## config.mk

```make
export PLATFORM = sky130hd
export DESIGN_NAME = flash_line_cache
export DESIGN_NICKNAME = d
export VERILOG_FILES = /design/src/rtl/flash_pkg.sv /design/src/rtl/flash_line_ram.sv /design/src/rtl/flash_line_cache.sv
export SDC_FILE = /design/constraint.sdc
export NUM_CORES = 1
export LEC_CHECK = 0
export ABC_AREA = 1
export BUFFER_PORTS_ARGS = -buffer_cell sky130_fd_sc_hd__buf_4
export CAP_MARGIN = 20
export CORE_MARGIN = 4
export CORE_UTILIZATION = 58
export CTS_BUF_LIST = sky130_fd_sc_hd__clkbuf_8 sky130_fd_sc_hd__clkbuf_16
export DETAILED_ROUTE_END_ITERATION = 12
export GPL_ROUTABILITY_DRIVEN = 0
export GPL_TIMING_DRIVEN = 0
export HOLD_SLACK_MARGIN = 0.05
export PLACE_DENSITY = 0.77
export SYNTH_ARGS = -nofsm -noshare
export SYNTH_HDL_FRONTEND = slang
export SYNTH_SLANG_ARGS = --single-unit
export TNS_END_PERCENT = 30
```

## constraint.sdc

```tcl
create_clock -name iclk -period 2.5 [get_ports iclk]
set_clock_uncertainty 0.05 [all_clocks]
set_input_delay 0.5 -clock iclk [delete_from_list [all_inputs] [get_ports iclk]]
set_output_delay 0.5 -clock iclk [all_outputs]
set_load 0.02 [all_outputs]
```

## src/rtl/flash_pkg.sv

```systemverilog
// Shared widths, FSM states and address helper for the flash line cache.
package flash_pkg;

  localparam int unsigned FLASH_AW      = 23;
  localparam int unsigned CPU_AW_DEF    = 22;
  localparam int unsigned LINE_LOG2_DEF = 2;
  localparam int unsigned DATA_W        = 16;

  typedef enum logic {
    ST_IDLE = 1'b0,
    ST_FILL = 1'b1
  } state_t;

  // Flash byte address of a flash word address (words are 2 bytes, always even).
  function automatic logic [FLASH_AW-1:0] fl_byte_addr(input logic [FLASH_AW-2:0] word_addr);
    return {word_addr, 1'b0};
  endfunction

endpackage

```

## src/rtl/flash_line_ram.sv

```systemverilog
// Line storage: 2**DEPTH_LOG2 x DATA_W register file, one write port, one async read port.
module flash_line_ram #(
  parameter int unsigned DEPTH_LOG2 = 2,
  parameter int unsigned DATA_W     = 16
) (
  input  logic                  iclk,
  input  logic                  we,
  input  logic [DEPTH_LOG2-1:0] waddr,
  input  logic [DATA_W-1:0]     wdata,
  input  logic [DEPTH_LOG2-1:0] raddr,
  output logic [DATA_W-1:0]     rdata_c
);

  localparam int unsigned DEPTH = 1 << DEPTH_LOG2;

  logic [DATA_W-1:0] mem [DEPTH];

  // Word write; contents need no reset because valid bits gate every use.
  always_ff @(posedge iclk) begin
    if (we) begin
      mem[waddr] <= wdata;
    end
  end

  assign rdata_c = mem[raddr];

endmodule

```

## src/rtl/flash_line_cache.sv

```systemverilog
// Single-line read cache and line-fill sequencer between the CPU ROM port and flash.
module flash_line_cache
  import flash_pkg::*;
#(
  parameter int unsigned LINE_LOG2 = LINE_LOG2_DEF,
  parameter int unsigned CPU_AW    = CPU_AW_DEF
) (
  input  logic                iclk,
  input  logic                ireset,
  input  logic [CPU_AW-1:0]   icpu_addr,
  input  logic                icpu_req,
  output logic                ocpu_ack,
  output logic [DATA_W-1:0]   ocpu_dout,
  input  logic                iflush,
  output logic [FLASH_AW-1:0] ofl_addr,
  output logic                ofl_req,
  input  logic                ifl_ack,
  input  logic [DATA_W-1:0]   ifl_dout
);

  localparam int unsigned WORDS = 1 << LINE_LOG2;
  localparam int unsigned TAG_W = CPU_AW - LINE_LOG2;
  localparam int unsigned FLW_W = FLASH_AW - 1;
  localparam logic [LINE_LOG2-1:0] LAST_IDX = LINE_LOG2'(WORDS - 1);

  state_t                state, state_n;
  logic [WORDS-1:0]      valid, valid_n;
  logic [TAG_W-1:0]      tag, tag_n;
  logic                  flush_pend, flush_pend_n;
  logic [LINE_LOG2-1:0]  fill_idx, fill_idx_n;
  logic                  ack_n;
  logic [DATA_W-1:0]     dout_n;
  logic [FLASH_AW-1:0]   fl_addr_n;
  logic                  fl_req_n;

  logic                  ram_we;
  logic [DATA_W-1:0]     ram_rdata_c;

  logic [TAG_W-1:0]      req_tag;
  logic [LINE_LOG2-1:0]  req_idx;
  logic                  cpu_pend;
  logic                  fl_idle;
  logic                  tag_match;
  logic                  line_hit;

  assign req_tag   = icpu_addr[CPU_AW-1:LINE_LOG2];
  assign req_idx   = icpu_addr[LINE_LOG2-1:0];
  assign cpu_pend  = (icpu_req != ocpu_ack);
  assign fl_idle   = (ifl_ack == ofl_req);
  assign tag_match = (req_tag == tag);
  assign line_hit  = tag_match && valid[req_idx];

  flash_line_ram #(
    .DEPTH_LOG2 (LINE_LOG2),
    .DATA_W     (DATA_W)
  ) u_ram (
    .iclk    (iclk),
    .we      (ram_we),
    .waddr   (fill_idx),
    .wdata   (ifl_dout),
    .raddr   (req_idx),
    .rdata_c (ram_rdata_c)
  );

  // FSM state register.
  always_ff @(posedge iclk) begin
    if (ireset) begin
      state <= ST_IDLE;
    end else begin
      state <= state_n;
    end
  end

  // Next-state, line bookkeeping and handshake decisions.
  always_comb begin
    state_n      = state;
    valid_n      = valid;
    tag_n        = tag;
    flush_pend_n = flush_pend;
    fill_idx_n   = fill_idx;
    ack_n        = ocpu_ack;
    dout_n       = ocpu_dout;
    fl_addr_n    = ofl_addr;
    fl_req_n     = ofl_req;
    ram_we       = 1'b0;

    case (state)
      ST_IDLE: begin
        if (iflush) begin
          valid_n = '0;
        end
        if (cpu_pend && fl_idle) begin
          if (line_hit) begin
            dout_n = ram_rdata_c;
            ack_n  = icpu_req;
          end else begin
            valid_n      = '0;
            tag_n        = req_tag;
            fill_idx_n   = '0;
            flush_pend_n = 1'b0;
            fl_addr_n    = fl_byte_addr(FLW_W'({req_tag, {LINE_LOG2{1'b0}}}));
            fl_req_n     = ~ofl_req;
            state_n      = ST_FILL;
          end
        end
      end

      ST_FILL: begin
        if (iflush) begin
          flush_pend_n = 1'b1;
        end
        // Words already in the line are served while the fill continues.
        if (cpu_pend && line_hit) begin
          dout_n = ram_rdata_c;
          ack_n  = icpu_req;
        end
        if (fl_idle) begin
          ram_we            = 1'b1;
          valid_n[fill_idx] = 1'b1;
          if (cpu_pend && tag_match && (req_idx == fill_idx)) begin
            dout_n = ifl_dout;
            ack_n  = icpu_req;
          end
          if (fill_idx != LAST_IDX) begin
            fill_idx_n = fill_idx + LINE_LOG2'(1);
            fl_addr_n  = ofl_addr + FLASH_AW'(2);
            fl_req_n   = ~ofl_req;
          end else begin
            state_n      = ST_IDLE;
            flush_pend_n = 1'b0;
            if (flush_pend || iflush) begin
              valid_n = '0;
            end
          end
        end
      end

      default: state_n = ST_IDLE;
    endcase
  end

  // Datapath and output registers; the flash request toggle survives reset.
  always_ff @(posedge iclk) begin
    if (ireset) begin
      valid      <= '0;
      tag        <= '0;
      flush_pend <= 1'b0;
      fill_idx   <= '0;
      ocpu_ack   <= icpu_req;
      ocpu_dout  <= '0;
      ofl_addr   <= '0;
    end else begin
      valid      <= valid_n;
      tag        <= tag_n;
      flush_pend <= flush_pend_n;
      fill_idx   <= fill_idx_n;
      ocpu_ack   <= ack_n;
      ocpu_dout  <= dout_n;
      ofl_addr   <= fl_addr_n;
      ofl_req    <= fl_req_n;
    end
  end

endmodule

```

==> summary.md, run 1 <==
| Metric | Value |
|---|---|
| Antenna violations before repair | `0` |
| Nets | `just over 1k` |
| DRT iter0 DRCs | `about 750` |
| Worst EP required | `~2.6 ns` |
| P&R area growth vs syn | `21.91%` |
| Skew-Pair Late Insertion Delay | `approximately 0.42 ns` |
| Worst setup EP type | `flip-flop` |
| Rows | `38` |
| Power density cells | `784.4 nW/µm²` |
| # DRC | `0` |
| Clock root cell | `clkbuf_16` |
| Ys Warns | `0` |
| Core area | `~11000 µm²` |
| Hold_ws | `between 0.2 and 0.25 ns` |
| Fmax | `~0.44 GHz` |
| Routed met2 length | `around 9000 µm` |
| I/O pins | `between 80 and 90` |
| Seq/Total Area, Yosys | `0.4957` |
| Reg2Reg Depth | `7` |
| # Max-Cap Violations | `0` |
| # H-tree levels | `4` |
| # clock sinks | `132` |
| Post-Syn Nets | `about 900` |
| Port bufs | `80` |
| Met3 routed WL | `between 2000 and 2500 µm` |
| # fillers | `852` |
| Top routing layer used | `met4` |
| Tcrit/Tclk final | `0.9143` |
| Outcome | `finished, final reports clean` |
| Layout cells sized above 1 | `0.1596` |
| Relative slew slack | `0.5817` |
| Slew Viols, Final | `0` |
| Cts hold-fix bufs | `0` |
| Gr ovfl total | `0` |
| Fin. Hold Viols | `0` |
| Placement Setup Slack | `-0.1429 ns` |
| Cells after Synth | `855` |
| Worst Tran Pin Value | `~0.63 ns` |
| Reg2Reg Setup Slack | `roughly 0.21 ns` |
| CP Class | `reg -> reg` |
| CTS max path bufs | `2` |
| DPL Wire Length | `13540 µm` |
| WL met1 | `~8000 µm` |
| WL/cell | `roughly 18 µm` |
| Die area | `roughly 13000 µm²` |
| # diodes | `0` |
| Final worst-path setup slack | `about 0.21 ns` |
| Vias | `roughly 6.6k` |
| Number of synthesized register bits | `around 130` |
| DIE HEIGHT | `approximately 120 µm` |
| TritonRoute pass-1 iters | `5` |
| Avg Inst Size Synth | `slightly below 8 µm²` |
| Remaining antenna violation count | `0` |
| Area of the mapped netlist | `roughly 6700 µm²` |
| Avg Vias per Cell | `between 5 and 6` |
| Fin crit period | `~2.3 ns` |
| Clock Pin Slew Worst Setup and Hold Paths | `0.05 ns` |
| Gr usage total | `0.3016` |
| RSZ-0062 raised after global routing | `no` |
| Vias in the first global route | `about 6.2k` |
| Num CTS Buffers | `17` |
| WP data arrival | `between 2 and 2.5 ns` |
| First-pass GRT wire length | `~31000 µm` |
| Chip width | `approximately 120 µm` |
| Worst-path fanout max | `6` |
| Largest net degree at the start of global routing | `17` |
| Crit start category | `flip-flop` |
| Worst vdd ir | `around 520 µV` |
| Unique masters post-synth | `34` |
| CTS tree | `done` |
| Starting density of the core | `0.6041` |
| Worst min path class | `in -> reg` |
| Total Wirelength | `a little under 20000 µm` |
| Hold Path Depth | `1` |
| LEAKAGE | `between 3 and 4 nW` |
| Final core occ | `0.7365` |
| Setup-failing EPs final | `0` |
[synth_stat cells]
cell,count,area share
nand2_1,207,0.12
o21ai_0,105,0.079
nor2_1,99,0.056
inv_1,77,0.043
dfxtp_1,66,0.20
edfxtp_1,66,0.30
nand3_1,46,0.035
a21oi_1,39,0.029
clkbuf_1,23,0.013
nand4_1,22,0.021
o22ai_1,16,0.015
xnor2_1,13,0.017
buf_2,9,0.0068
buf_4,8,0.0090
inv_2,8,0.0045
o21ai_1,8,0.0060
xor2_1,8,0.011
ha_1,5,0.0094
buf_1,4,0.0023
nand3_2,3,0.0045
nor3_1,3,0.0023
o221ai_1,3,0.0039
a31oi_1,2,0.0019
nand2_4,2,0.0034
nor2_2,2,0.0019
nor3_2,2,0.0030
or2_2,2,0.0019
a211oi_1,1,0.0011
and3_1,1,0.00094
clkinv_2,1,0.00075
conb_1,1,0.00056
nand2_2,1,0.00094
nor2_4,1,0.0017
o22ai_4,1,0.0030
[flip-flops by register name, indices dropped and copies added, names as in the netlist]
name and count:
fill_idx 2, flush_pend 1, ocpu_ack 1, ocpu_dout 16
ofl_addr 22, ofl_req 1, state 1, tag 20
u_ram.mem 64, valid 4
[path summary, 6_finish.rpt]
path	startpoint	end
min reg2reg	tag[15]	tag[15]
min	ifl_dout[7]	u_ram.mem[2][7]
max reg2reg	ofl_req	ofl_req
max	ofl_req	ofl_req
[layout make-up]
class	count	area, µm²	area share
plain buffers	44	206.4	0.02541
clock inverters	15	175.2	0.02156
well taps	140	175.2	0.02156
multi-input cells	593	2854	0.3513
repair buffers	84	660.6	0.08132
flip-flops and latches	132	3303	0.4066
clock buffers	17	425.4	0.05236
inverters	86	324.1	0.03989
[metrics by stage]
stage                     std cells  total power, mW  setup TNS (ns)  cell area [µm²]
after floorplan                 855            3.364               0             6664
after global placement         1075            3.788          -38.27             7440
after detailed placement       1079            3.839         -0.8304             7510
after CTS                      1111            6.348               0             8110
after global routing           1111            6.627               0             8124
final                          1111            6.372               0             8124
[critical path, stage by stage, from the launching register on]
cell	delay, ns
edfxtp_1	0.45
xnor2_2	0.30
inv_1	0.14
nor2_1	0.26
inv_1	0.17
nand2_1	0.15
nand3_2	0.17
nor2_2	0.28
[logic make-up (layout without fill, tap and decap cells)]
family                   after synthesis  count (layout)  share of synthesized area
other                                  1               1                  0.0005627
adder cells (fa/ha/maj)                5               5                   0.009388
buffers and inverters                130             246                    0.07961
flip-flops                           132             132                     0.4957
AO/OA/AOI/OAI                        175             175                     0.1391
XOR/XNOR                              21              21                    0.02760
AND/OR/NAND/NOR                      391             391                     0.2480
[power by group]
group	switching, mW	internal (mW)
Sequential	0.148	2.44
Clock	0.890	1.64
Combinational	0.811	0.447
[metal layers]
| layer | up-vias | global-route usage |
|---|---|---|
| li1 | 3041 | - |
| met5 | - | 0 |
| met4 | 0 | 0.1150 |
| met2 | 393 | 0.4695 |
| met3 | 43 | 0.06263 |
| met1 | 3088 | 0.4164 |
[cell usage in the layout, fill, tap and decap left out, drive strengths merged]
master	count
nor3	5
dfxtp	66
nand4	22
o22ai	17
ha	5
nor2	102
clkinvlp	3
edfxtp	66
o21ai	113
clkinv	5
a211oi	1
xnor2	13
bufinv	4
conb	1
nand2	210
buf	105
inv	89
nand3	49
a21oi	39
clkbuf	40
or2	2
o221ai	3
and3	1
xor2	8
a31oi	2
[repair_timing]
action	in CTS	in global routing
setup endpoints to repair	0	15
resized for setup	0	2
buffers inserted	0	0
Power figures use the tool's default switching activity.
==> run 2, diff against run 1 <==
CORE_UTILIZATION = 60   (was 58)
PLACE_DENSITY = 0.79   (was 0.77)
clock period = 3 ns   (was 2.5 ns; I/O delays follow)
==> run 2 against run 1 <==
Compared with the run above: clock power decreased by 25%; maximum frequency fell by 9.0%; flip-flop and latch count did not move; critical path type unchanged; largest power group unchanged.
==> summary.md, run 2 (same netlist as run 1, synthesis figures left out) <==
| Metric | Value |
|---|---|
| Total Wirelength | `18800 µm (-3.6%)` |
| Die area | `12860 µm² (-3.1%)` |
| Num CTS Buffers | `17 (unchanged)` |
| Fin crit period | `2.513 ns (+0.2274 ns)` |
| Crit start category | `flip-flop` |
| # Max-Cap Violations | `0 (unchanged)` |
| TritonRoute pass-1 iters | `5 (unchanged)` |
| Core area | `10840 µm² (-1.7%)` |
| Fin. Hold Viols | `0 (unchanged)` |
| Worst-path fanout max | `6 (unchanged)` |
| Relative slew slack | `0.5826 (+0.0009580)` |
| Vias | `6470 (-1.4%)` |
| Outcome | `finished, final reports clean` |
| Part of the power in combinational logic | `0.203 (+0.006)` |
| Dpl cells | `1079 (unchanged)` |
| DRT iter0 DRCs | `797 (+7.0%)` |
| Vias in the first global route | `6208 (+0.60%)` |
| DPL Wire Length | `13350 µm (-1.4%)` |
| Gr ovfl total | `0 (unchanged)` |
| Sw power | `1.536 mW (-17%)` |
| Post-route insts no fill | `1111 (unchanged)` |
| Seq pwr share | `0.424 (+0.018)` |
| CP Class | `reg -> reg` |
| # H-tree levels | `4 (unchanged)` |
| Most common cell after layout, fill and taps aside | `nand2_1` |
| Power density cells | `631.2 nW/µm² (-20%)` |
| # fillers | `815 (-4.3%)` |
| Sw frac | `0.3020 (+0.01171)` |
| Clock Power Share | `0.373 (-0.024)` |
| Layout cells sized above 1 | `0.1607 (+0.001030)` |
| RSZ-0062 raised after global routing | `no` |
| Avg Vias per Cell | `5.824 (-1.4%)` |
| LEAKAGE | `3.490 nW (-1.1%)` |
| Worst vdd ir | `334.9 µV (-36%)` |
| Clock Pin Slew Worst Setup and Hold Paths | `0.06 ns (about the same)` |
| Port bufs | `80 (unchanged)` |
| Setup-failing EPs final | `0 (unchanged)` |
| Clock root cell | `clkbuf_8` |
| Antenna violations before repair | `0 (unchanged)` |
| CTS max path bufs | `2 (unchanged)` |
| Tcrit/Tclk final | `0.8377 (-0.07660)` |
| CTS tree | `done` |
| Skew-Pair Late Insertion Delay | `0.54 ns (+0.12 ns)` |
| Worst Tran Pin Value | `0.6260 ns (-0.001437 ns)` |
| DIE HEIGHT | `113.4 µm (-1.6%)` |
| P&R area growth vs syn | `20.92%` |
| Chip width | `113.4 µm (-1.6%)` |
| # DRC | `0 (unchanged)` |
| Worst-path cell chain | `xnor2_1 -> inv_1 -> nor2_1 -> inv_1 -> nand2_1 -> nand3_2 -> nor2_2` |
| Slew Viols, Final | `0 (unchanged)` |
| Fmax | `0.3979 GHz (-9.0%)` |
| # clock sinks | `132 (unchanged)` |
| Nets | `1006 (unchanged)` |
| Cts repair resizes | `0 (unchanged)` |
| Gr usage total | `0.2944 (-0.007192)` |
| Regs by FF count | `u_ram.mem x64, ofl_addr x22, tag x20` |
| Rows | `38 (unchanged)` |
| Internal power | `3.550 mW (-21%)` |
| Cts hold-fix bufs | `0 (unchanged)` |
| I/O pins | `84 (unchanged)` |
| Largest net degree at the start of global routing | `17 (unchanged)` |
| Worst EP required | `3.15 ns (+0.60 ns)` |
| Critical path's slowest cell | `xnor2_1` |
| Largest Register | `u_ram.mem` |
| Setup bufs post-CTS | `0 (unchanged)` |
| WP data arrival | `2.66 ns (+0.33 ns)` |
| Most used cell, CP | `inv_1` |
| First-pass GRT wire length | `29770 µm (-3.7%)` |
| Worst path max stage delay | `0.45 ns (about the same)` |
| Most frequent cells in the layout | `nand2_1 (207), o21ai_0 (105), nor2_1 (95), buf_4 (88), inv_1 (80)` |
| Largest register FFs | `64 (unchanged)` |
| # diodes | `0 (unchanged)` |
| Starting density of the core | `0.6147 (+0.01060)` |
| Remaining antenna violation count | `0 (unchanged)` |
| Setup TNS | `0 ns (unchanged)` |
| WL/cell | `16.93 µm (-3.6%)` |
| Worst min path class | `in -> reg` |
| Worst setup EP type | `flip-flop` |
==> run 2: critical path: cells and delay by family, from the launching register on <==
kind                      cells  cell delay [ns]
buffers and inverters         2             0.34
and+or+nand+nor               4             0.91
DFF                           1             0.43
xor gates and xnor gates      1             0.45
==> run 2: power groups by stage <==
stage          registers (mW)  clock network [mW]  logic, mW
2_1_floorplan            2.25                   0      0.554
3_3_place_gp             2.18                   0      0.976
3_5_place_dp             2.18                   0       1.01
4_1_cts                  2.15                1.91       1.02
5_1_grt                  2.17                1.99       1.14
6_report                 2.15                1.90       1.04
==> run 2: final cells by class <==
cell class | count | area [µm²] | share of cell area
buffer | 44 | 206.4 | 0.02562
timing repair buffer | 84 | 660.6 | 0.08199
clock buffer | 20 | 455.4 | 0.05652
sequential | 132 | 3303 | 0.4099
inverter | 86 | 324.1 | 0.04022
clock inverter | 12 | 92.59 | 0.01149
tap | 140 | 175.2 | 0.02174
multi-input combinational | 593 | 2840 | 0.3525
==> run 2: routing by layer <==
layer,global-route usage,part of all wire
met1,0.3985,0.41
met2,0.4609,0.46
met3,0.05942,0.11
met4,0.1314,0.023
met5,0,0
==> run 2: worst paths after layout <==
path	to	start	depth (start not counted)	slack [ns]
min	u_ram.mem[3][6]	ifl_dout[6]	1	0.22
min reg2reg	tag[12]	tag[12]	2	0.43
max	ofl_req	ofl_req	7	0.49
max reg2reg	ofl_req	ofl_req	7	0.49
==> run 2: per-stage QoR <==
stage            util  hold WS [ns]  area, µm²  power [mW]  setup WS [ns]
3_3_place_gp   0.6863        0.4093       7440       3.153        -0.3022
3_5_place_dp   0.6928        0.4193       7510       3.196         0.2779
2_1_floorplan       -        0.4017       6664       2.804         0.6884
4_1_cts        0.7433        0.2061       8058       5.074         0.5715
6_report       0.7433        0.2221       8058       5.086         0.4870
5_1_grt        0.7433        0.2155       8058       5.302         0.3865
